File: src/rtl/memory_stage_power_opt.sv
// Memory pipeline stage: loads and stores to a data memory with a bounded wait.
// Non-memory results pass through, and outputs are held at zero while idle.
module memory_stage_power_opt #(
  parameter int TIMEOUT_CYCLES = 255
) (
  input  logic        clock,
  input  logic        reset,
  input  logic        stage_enable,
  input  logic        ex_valid,
  input  logic [31:0] ex_result,
  input  logic [31:0] ex_store_data,
  input  logic [2:0]  ex_funct_3,
  input  logic        ex_mem_read,
  input  logic        ex_mem_write,
  input  logic        ex_reg_write,
  input  logic [4:0]  ex_rd,
  output logic        mem_stall,
  output logic        dmem_req,
  output logic        dmem_we,
  output logic [31:0] dmem_addr,
  output logic [31:0] dmem_wdata,
  output logic [3:0]  dmem_wstrb,
  input  logic        dmem_ready,
  input  logic [31:0] dmem_rdata,
  output logic        wb_valid,
  output logic        wb_reg_write,
  output logic [4:0]  wb_rd,
  output logic [31:0] wb_data,
  output logic        mem_fault,
  output logic [1:0]  fault_cause
);

  localparam int CW = (TIMEOUT_CYCLES < 2) ? 1 : $clog2(TIMEOUT_CYCLES + 1);

  typedef enum logic [1:0] {IDLE, ACCESS, RESP} state_t;

  state_t        state_q;
  logic [CW-1:0] wait_q;
  logic [2:0]    funct3_q;
  logic [1:0]    offset_q;
  logic          load_q;
  logic          reg_write_q;
  logic [4:0]    rd_q;

  logic          dmem_req_q, dmem_we_q;
  logic [31:0]   dmem_addr_q, dmem_wdata_q;
  logic [3:0]    dmem_wstrb_q;
  logic          wb_valid_q, wb_reg_write_q, mem_fault_q;
  logic [4:0]    wb_rd_q;
  logic [31:0]   wb_data_q;
  logic [1:0]    fault_cause_q;

  logic          accept, is_mem, is_load, illegal, misaligned;
  logic [3:0]    wstrb_d;
  logic [31:0]   wdata_d, load_data_d, rdata_shifted;
  logic [CW-1:0] wait_d;

  assign accept  = ex_valid & stage_enable & (state_q == IDLE);
  assign is_mem  = ex_mem_read | ex_mem_write;
  assign is_load = ex_mem_read;   // read+write together is treated as a load
  assign wait_d  = wait_q + 1'b1;

  always_comb begin
    if (is_load)
      illegal = (ex_funct_3 == 3'b011) || (ex_funct_3[2:1] == 2'b11);
    else
      illegal = ex_funct_3[2] || (ex_funct_3[1:0] == 2'b11);
    misaligned = ((ex_funct_3[1:0] == 2'b01) && ex_result[0]) ||
                 ((ex_funct_3[1:0] == 2'b10) && (ex_result[1:0] != 2'b00));
  end

  always_comb begin
    wstrb_d = 4'b1111;
    wdata_d = ex_store_data;
    case (ex_funct_3[1:0])
      2'b00: begin
        wstrb_d = 4'b0001 << ex_result[1:0];
        wdata_d = {4{ex_store_data[7:0]}};
      end
      2'b01: begin
        wstrb_d = 4'b0011 << ex_result[1:0];
        wdata_d = {2{ex_store_data[15:0]}};
      end
      default: ;
    endcase
  end

  // Lane select from the captured word, then sign/zero extension.
  always_comb begin
    rdata_shifted = dmem_rdata >> {offset_q, 3'b000};
    case (funct3_q)
      3'b000:  load_data_d = {{24{rdata_shifted[7]}}, rdata_shifted[7:0]};
      3'b001:  load_data_d = {{16{rdata_shifted[15]}}, rdata_shifted[15:0]};
      3'b100:  load_data_d = {24'b0, rdata_shifted[7:0]};
      3'b101:  load_data_d = {16'b0, rdata_shifted[15:0]};
      default: load_data_d = dmem_rdata;
    endcase
  end

  always_ff @(posedge clock) begin
    if (reset) begin
      state_q        <= IDLE;
      wait_q         <= '0;
      funct3_q       <= '0;
      offset_q       <= '0;
      load_q         <= 1'b0;
      reg_write_q    <= 1'b0;
      rd_q           <= '0;
      dmem_req_q     <= 1'b0;
      dmem_we_q      <= 1'b0;
      dmem_addr_q    <= '0;
      dmem_wdata_q   <= '0;
      dmem_wstrb_q   <= '0;
      wb_valid_q     <= 1'b0;
      wb_reg_write_q <= 1'b0;
      wb_rd_q        <= '0;
      wb_data_q      <= '0;
      mem_fault_q    <= 1'b0;
      fault_cause_q  <= '0;
    end else begin
      wb_valid_q     <= 1'b0;
      wb_reg_write_q <= 1'b0;
      wb_rd_q        <= '0;
      wb_data_q      <= '0;
      mem_fault_q    <= 1'b0;
      fault_cause_q  <= '0;
      case (state_q)
        IDLE: begin
          if (accept) begin
            if (!is_mem) begin
              wb_valid_q     <= 1'b1;
              wb_reg_write_q <= ex_reg_write;
              wb_rd_q        <= ex_rd;
              wb_data_q      <= ex_result;
            end else if (illegal || misaligned) begin
              wb_valid_q    <= 1'b1;
              wb_rd_q       <= ex_rd;
              mem_fault_q   <= 1'b1;
              fault_cause_q <= illegal ? 2'b10 : 2'b01;
            end else begin
              state_q      <= ACCESS;
              wait_q       <= '0;
              funct3_q     <= ex_funct_3;
              offset_q     <= ex_result[1:0];
              load_q       <= is_load;
              reg_write_q  <= ex_reg_write;
              rd_q         <= ex_rd;
              dmem_req_q   <= 1'b1;
              dmem_we_q    <= ~is_load;
              dmem_addr_q  <= {ex_result[31:2], 2'b00};
              dmem_wdata_q <= is_load ? 32'b0 : wdata_d;
              dmem_wstrb_q <= is_load ? 4'b0 : wstrb_d;
            end
          end
        end
        ACCESS: begin
          // Ready wins over a timeout landing in the same cycle.
          if (dmem_ready || (wait_d == CW'(TIMEOUT_CYCLES))) begin
            state_q      <= RESP;
            dmem_req_q   <= 1'b0;
            dmem_we_q    <= 1'b0;
            dmem_addr_q  <= '0;
            dmem_wdata_q <= '0;
            dmem_wstrb_q <= '0;
            wb_valid_q   <= 1'b1;
            wb_rd_q      <= rd_q;
            if (dmem_ready) begin
              wb_reg_write_q <= load_q & reg_write_q;
              wb_data_q      <= load_q ? load_data_d : 32'b0;
            end else begin
              mem_fault_q   <= 1'b1;
              fault_cause_q <= 2'b11;
            end
          end else begin
            wait_q <= wait_d;
          end
        end
        RESP:    state_q <= IDLE;
        default: state_q <= IDLE;
      endcase
    end
  end

  assign mem_stall    = (state_q != IDLE);
  assign dmem_req     = dmem_req_q;
  assign dmem_we      = dmem_we_q;
  assign dmem_addr    = dmem_addr_q;
  assign dmem_wdata   = dmem_wdata_q;
  assign dmem_wstrb   = dmem_wstrb_q;
  assign wb_valid     = wb_valid_q;
  assign wb_reg_write = wb_reg_write_q;
  assign wb_rd        = wb_rd_q;
  assign wb_data      = wb_data_q;
  assign mem_fault    = mem_fault_q;
  assign fault_cause  = fault_cause_q;

endmodule
File: config.mk
export PLATFORM = sky130hd
export DESIGN_NAME = memory_stage_power_opt
export DESIGN_NICKNAME = d
export VERILOG_FILES = /design/src/rtl/memory_stage_power_opt.sv
export SDC_FILE = /design/constraint.sdc
export NUM_CORES = 1
export LEC_CHECK = 0
export CAP_MARGIN = 10
export CELL_PAD_IN_SITES_DETAIL_PLACEMENT = 1
export CELL_PAD_IN_SITES_GLOBAL_PLACEMENT = 2
export CORE_MARGIN = 2
export CORE_UTILIZATION = 24
export DETAILED_ROUTE_END_ITERATION = 10
export GPL_ROUTABILITY_DRIVEN = 0
export PLACE_DENSITY_LB_ADDON = 0.08
export SKIP_CTS_REPAIR_TIMING = 1
export SYNTH_ARGS = -nofsm -noshare
export SYNTH_HDL_FRONTEND = slang
export SYNTH_SLANG_ARGS = --single-unit
File: constraint.sdc
create_clock -name clock -period 2.1 [get_ports clock]
set_clock_uncertainty 0.1 [all_clocks]
set_input_delay 0.21 -clock clock [delete_from_list [all_inputs] [get_ports clock]]
set_output_delay 0.21 -clock clock [all_outputs]
set_load 0.02 [all_outputs]
---- Word level (Yosys, flattened, before mapping) ----
Cells that the tools add are included.
operators by class
  add/sub/neg operators ................... 1
  equality and inequality tests ........... 15
  shift operators ......................... 3
  multiplexer cells ....................... 72
  bitwise operators ....................... 6
  reduce and logical (&&, ||, !) cells .... 17
operators with widths
  operator                                             count
  2-to-1 mux 32 bit                                    13
  one-hot mux 32 bit (2 select lines)                  4
  one-hot mux 32 bit (4 select lines)                  1
  2-to-1 mux 8 bit                                     4
  >> shifter 32 x 5 -> 16 bit                          1
  2-to-1 mux 1 bit                                     20
  2-to-1 mux 2 bit                                     10
  2-to-1 mux 4 bit                                     5
  2-to-1 mux 5 bit                                     4
  one-hot mux 4 bit (2 select lines)                   2
  one-hot mux 8 bit (2 select lines)                   1
  != test 2 bit, second input constant                 5
  one-hot mux 1 bit (2 select lines)                   5
  one-hot mux 5 bit (2 select lines)                   1
  AND reduction 5 bit                                  2
  adder 8 x 1 -> 8 bit, second input constant          1
  equality test 8 bit, second input constant           1
  one-hot mux 2 bit (2 select lines)                   2
  AND reduction 4 bit                                  2
  equality test 2 bit, second input constant           3
  equality test 3 bit, second input constant           2
  nonzero test 2 bit                                   3
  logical OR 1 bit                                     5
  equality test 2 x 1 -> 1 bit, second input constant  2
  10 further kinds                                     15
word-level totals
  bits in registers ....................... 134
  bits of input ports ..................... 112
  output and inout bits ................... 113
  logic and storage cells ................. 132

---- Depth between registers and ports, before layout ----
  depth after elaboration ................. 8
  gate-level depth with buffers ........... 9
  gate-level depth less buffers ........... 6

---- Worst setup path after synthesis ----
Ideal clock, no wire load.
  kind .................................... register to register
  start point ............................. register wait_q[2]
  end point ............................... register dmem_we_q, in the netlist dmem_we
  library setup time ...................... 0.123 ns
  data arrival time ....................... 1.996 ns
  path slack .............................. -0.120 ns
  stages on the path, launching flop included .. 8
  buffers on the path ..................... 2
  cells stage by stage .................... dfxtp_1 and3_1 clkbuf_1 mux2i_1 o211ai_1 a211oi_2 buf_4 mux2_1
on the way
  cells in the longest elaborated chain, start to end .. 5
ends and longest elaborated chain
  what                                  line  text
  start: declaration                    38    logic [CW-1:0] wait_q;
  start signal: assignment              175   wait_q <= wait_d;
  adder 8 x 1 -> 8 bit                  61    assign wait_d = wait_q + 1'b1;
  equality test 8 bit                   158   if (dmem_ready || (wait_d == CW'(TIMEOUT_CYCLES))) begin
  logical OR 1 bit                      158
  != test 2 bit (no source line)        n/a
  AND reduction 5 bit (no source line)  n/a
  end signal: assignment                149   dmem_we_q <= ~is_load;
  end: declaration                      45    logic dmem_req_q, dmem_we_q;
Every way passes these cells.
A chain may end at the register's enable or synchronous reset.

---- Worst setup path after layout ----
  start point ............................. register wait_q[0]
  end point ............................... register dmem_wdata_q[18], in the netlist dmem_wdata[18]
on the way
  cells in the longest elaborated chain, start to end .. 5
ends and longest elaborated chain
  what                                  line  text
  adder 8 x 1 -> 8 bit                  61
  equality test 8 bit                   158
  logical OR 1 bit                      158
  != test 2 bit (no source line)        n/a
  AND reduction 5 bit (no source line)  n/a
  end signal: assignment                151   dmem_wdata_q <= is_load ? 32'b0 : wdata_d;
  end: declaration                      46    logic [31:0] dmem_addr_q, dmem_wdata_q;
Every way passes these cells.

==> run summary <==
Count of final setup violators: 67
Area contributors post-synth: dfxtp_1, mux2i_1, nand2b_1
Initial antenna violation count: 3
#FFs+latches synth: 132
Initial Util: 0.2428
GRT Resource Usage Total: 0.1768
Nets: 1069
CTS root buf: clkbuf_16
Gr ovfl total: 0
CTS Buf Count: 17
IO buf count: 222
CTS tree: built
Crit path required time: 2.34 ns
DIE HEIGHT: 168.4 um
Std cell rows: 60
Largest net degree at the start of global routing: 60
Vias/cell: 4.724
Yosys warns: 0
CP Launch Type: register
WHS: 0.1187 ns
PD cells: 672.4 nW/um2
H-tree Lvls: 4
Total number of vias: 6193
Max Root-Sink Buffers: 2
Pint: 5.069 mW
First-pass GRT wire length: 38790 um
Final hold violations: 0
Clock sinks: 132
CP Capture Type: register
Final period util: 1.107
Cell accounting for the most synthesized area: dfxtp_1
Area growth from synthesis to layout: 58.07%
Io pins: 225
Post-synthesis instance total: 707
Crit path largest cell delay: 0.36 ns
Mapped cell area: 6490 um2
Combinational group share of total power: 0.163
Part of the power in the clock network: 0.457
Wire per inst: 19.48 um
NetSw: 1.828 mW
Max-cap violations: 0
Ys flop type: dfxtp_1
Slew HR: 0.5532
Status: finished with violations
Critical Path Slowest Stage Cell: dfxtp_4
Fillers: 3009
Routed Antenna Nets: 0
Async SR Flop Fraction: 0
Fin. max-slew vios: 0
DP Wirelength: 19170 um
Final period demand of the worst path: 2.325 ns
Worst min path class: input pin to register
Remaining DRCs: 0
Share of the synthesized area in the top cell type: 0.4072
Layout cells sized above 1: 0.1715
Vias in the first global route: 6718
Sequential share of power: 0.380
Maximum VDD drop: 321.6 uV
Setup ws final: -0.2247 ns
Core Area: 26730 um2
Power Total: 6.898 mW
Data arrival, critical path: 2.57 ns
RSZ-0062 raised after global routing: true
Leakage: 3.580 nW
Crit path cell chain: ha_4, and3_1, a21boi_1, o211ai_1, a211oi_4, buf_12, buf_16, mux2i_1
Worst-Margin Slew: 0.6678 ns
DRT Pass-1 Iters: 5
Kind of critical path: register to register
Worst-Skew Late Latency: 0.41 ns
Number of synthesized flops with an enable pin: 0
Sw Share: 0.2651
Routed Wire Length: 25540 um
Worst-path clk slew: 0.06 ns
Critical Path Fanout Max: 17
Die W: 168.4 um
Failing checks: negative setup slack
Mean post-synth cell area: 9.180 um2
Post-synthesis sequential area ratio: 0.4072
Count of different cell masters after synthesis: 58
Fmax achieved: 0.4302 GHz
Initial DRC count: 294
Die Area: 28370 um2
critical path, delay by kind of cell (launching register included):
| family | cells | cell delay (ns) |
|---|---|---|
| multiplexers | 1 | 0.22 |
| AND/OR/NAND/NOR | 1 | 0.22 |
| AO/OA/AOI/OAI | 3 | 0.78 |
| flip-flops | 1 | 0.36 |
| adder cells (fa/ha/maj) | 1 | 0.18 |
| buffers and inverters | 2 | 0.38 |
cell families after synthesis:
kind of cell | synth area share
multiplexers | 0.1841
other | 0.0005778
AO/OA/AOI/OAI | 0.1280
AND/OR/NAND/NOR | 0.2288
adder cells (fa/ha/maj) | 0.003855
buffers and inverters | 0.04473
flip-flops | 0.4072
XOR/XNOR | 0.002700
area by class of cell:
class | instances | area [um2] | area share
antenna | 2 | 5.005 | 0.0004879
sequential | 132 | 2650 | 0.2583
clock buffer | 19 | 432.9 | 0.04220
clock inverter | 13 | 175.2 | 0.01708
inverter | 6 | 22.52 | 0.002195
timing repair buffer | 290 | 2890 | 0.2817
multi-input combinational | 508 | 3656 | 0.3564
tap | 341 | 426.7 | 0.04159
per-layer routing:
layer	share of wire	GRT usage	vias to the layer above	routed length, um
met1	0.43	0.2135	3007	11040
met3	0.065	0.05571	15	1666
li1	-	-	2999	-
met2	0.49	0.3063	172	12600
met4	0.0092	0.04160	0	236
met5	0	0	-	0
per-stage QoR:
stage          utilization  TNS, ns  cell area (um2)  setup WS, ns  cells
2_1_floorplan            -        0             6504       0.01602    708
3_3_place_gp        0.3558   -15.29             9509       -0.2495   1274
3_5_place_dp        0.3558   -20.97             9509       -0.3228   1274
4_1_cts             0.3786   -11.70            10120       -0.2173   1306
5_1_grt             0.3837   -16.89            10250       -0.3046   1309
6_report            0.3838   -11.46            10260       -0.2247   1311
sequential cells by signal, indices dropped and copies added (netlist names):
register	flops
dmem_addr	30
dmem_req	1
dmem_wdata	32
dmem_we	1
dmem_wstrb	4
fault_cause	2
funct3_q	3
load_q	1
mem_fault	1
offset_q	2
rd_q	5
reg_write_q	1
state_q	2
wait_q	8
wb_data	32
wb_rd	5
wb_reg_write	1
wb_valid	1
Yosys cell counts (10+ instances only):
cell	n
dfxtp_1	132
mux2_2	16
a21oi_1	24
nand2_1	59
or3b_2	30
nor2_1	51
mux2i_1	98
o21ai_0	21
o211ai_1	10
a32o_1	16
nand2b_1	90
clkbuf_1	47
placed cells by master, fill, tap and decap left out, types with 4 or more instances in the layout:
cell type / n
a32o_1: 16
nor2b_1: 7
nand2b_1: 90
a22oi_1: 6
o21ai_0: 21
clkbuf_16: 18
a21oi_1: 24
mux2_2: 16
clkdlybuf4s50_1: 221
inv_1: 6
dfxtp_1: 128
or3b_2: 30
o221ai_1: 7
buf_4: 56
mux2i_1: 96
a222oi_1: 6
nor2_1: 51
o31ai_1: 4
nand2_1: 59
o211ai_1: 10
nor3_2: 4
nand3_1: 6
buf_12: 7
clkinvlp_4: 4
power by group through the flow:
| stage | clock network, mW | logic [mW] | registers [mW] |
|---|---|---|---|
| 2_1_floorplan | 0 | 0.429 | 2.74 |
| 6_report | 3.15 | 1.13 | 2.62 |
| 3_3_place_gp | 0 | 1.10 | 2.67 |
| 3_5_place_dp | 0 | 1.11 | 2.67 |
| 4_1_cts | 3.25 | 1.12 | 2.62 |
| 5_1_grt | 3.36 | 1.20 | 2.63 |
final timing paths:
kind | from | cells past startpoint | slack [ns] | to
setup / recovery | wait_q[0]$_SDFFE_PP0P_ | 8 | -0.22 | dmem_wdata[18]$_SDFFE_PP0P_
hold / removal | reset | 2 | 0.12 | rd_q[0]$_SDFFE_PP0P_
setup reg to reg | wait_q[0]$_SDFFE_PP0P_ | 8 | -0.22 | dmem_wdata[18]$_SDFFE_PP0P_
hold reg to reg | dmem_wdata[0]$_SDFFE_PP0P_ | 2 | 0.37 | dmem_wdata[0]$_SDFFE_PP0P_
Power figures use the tool's default switching activity.
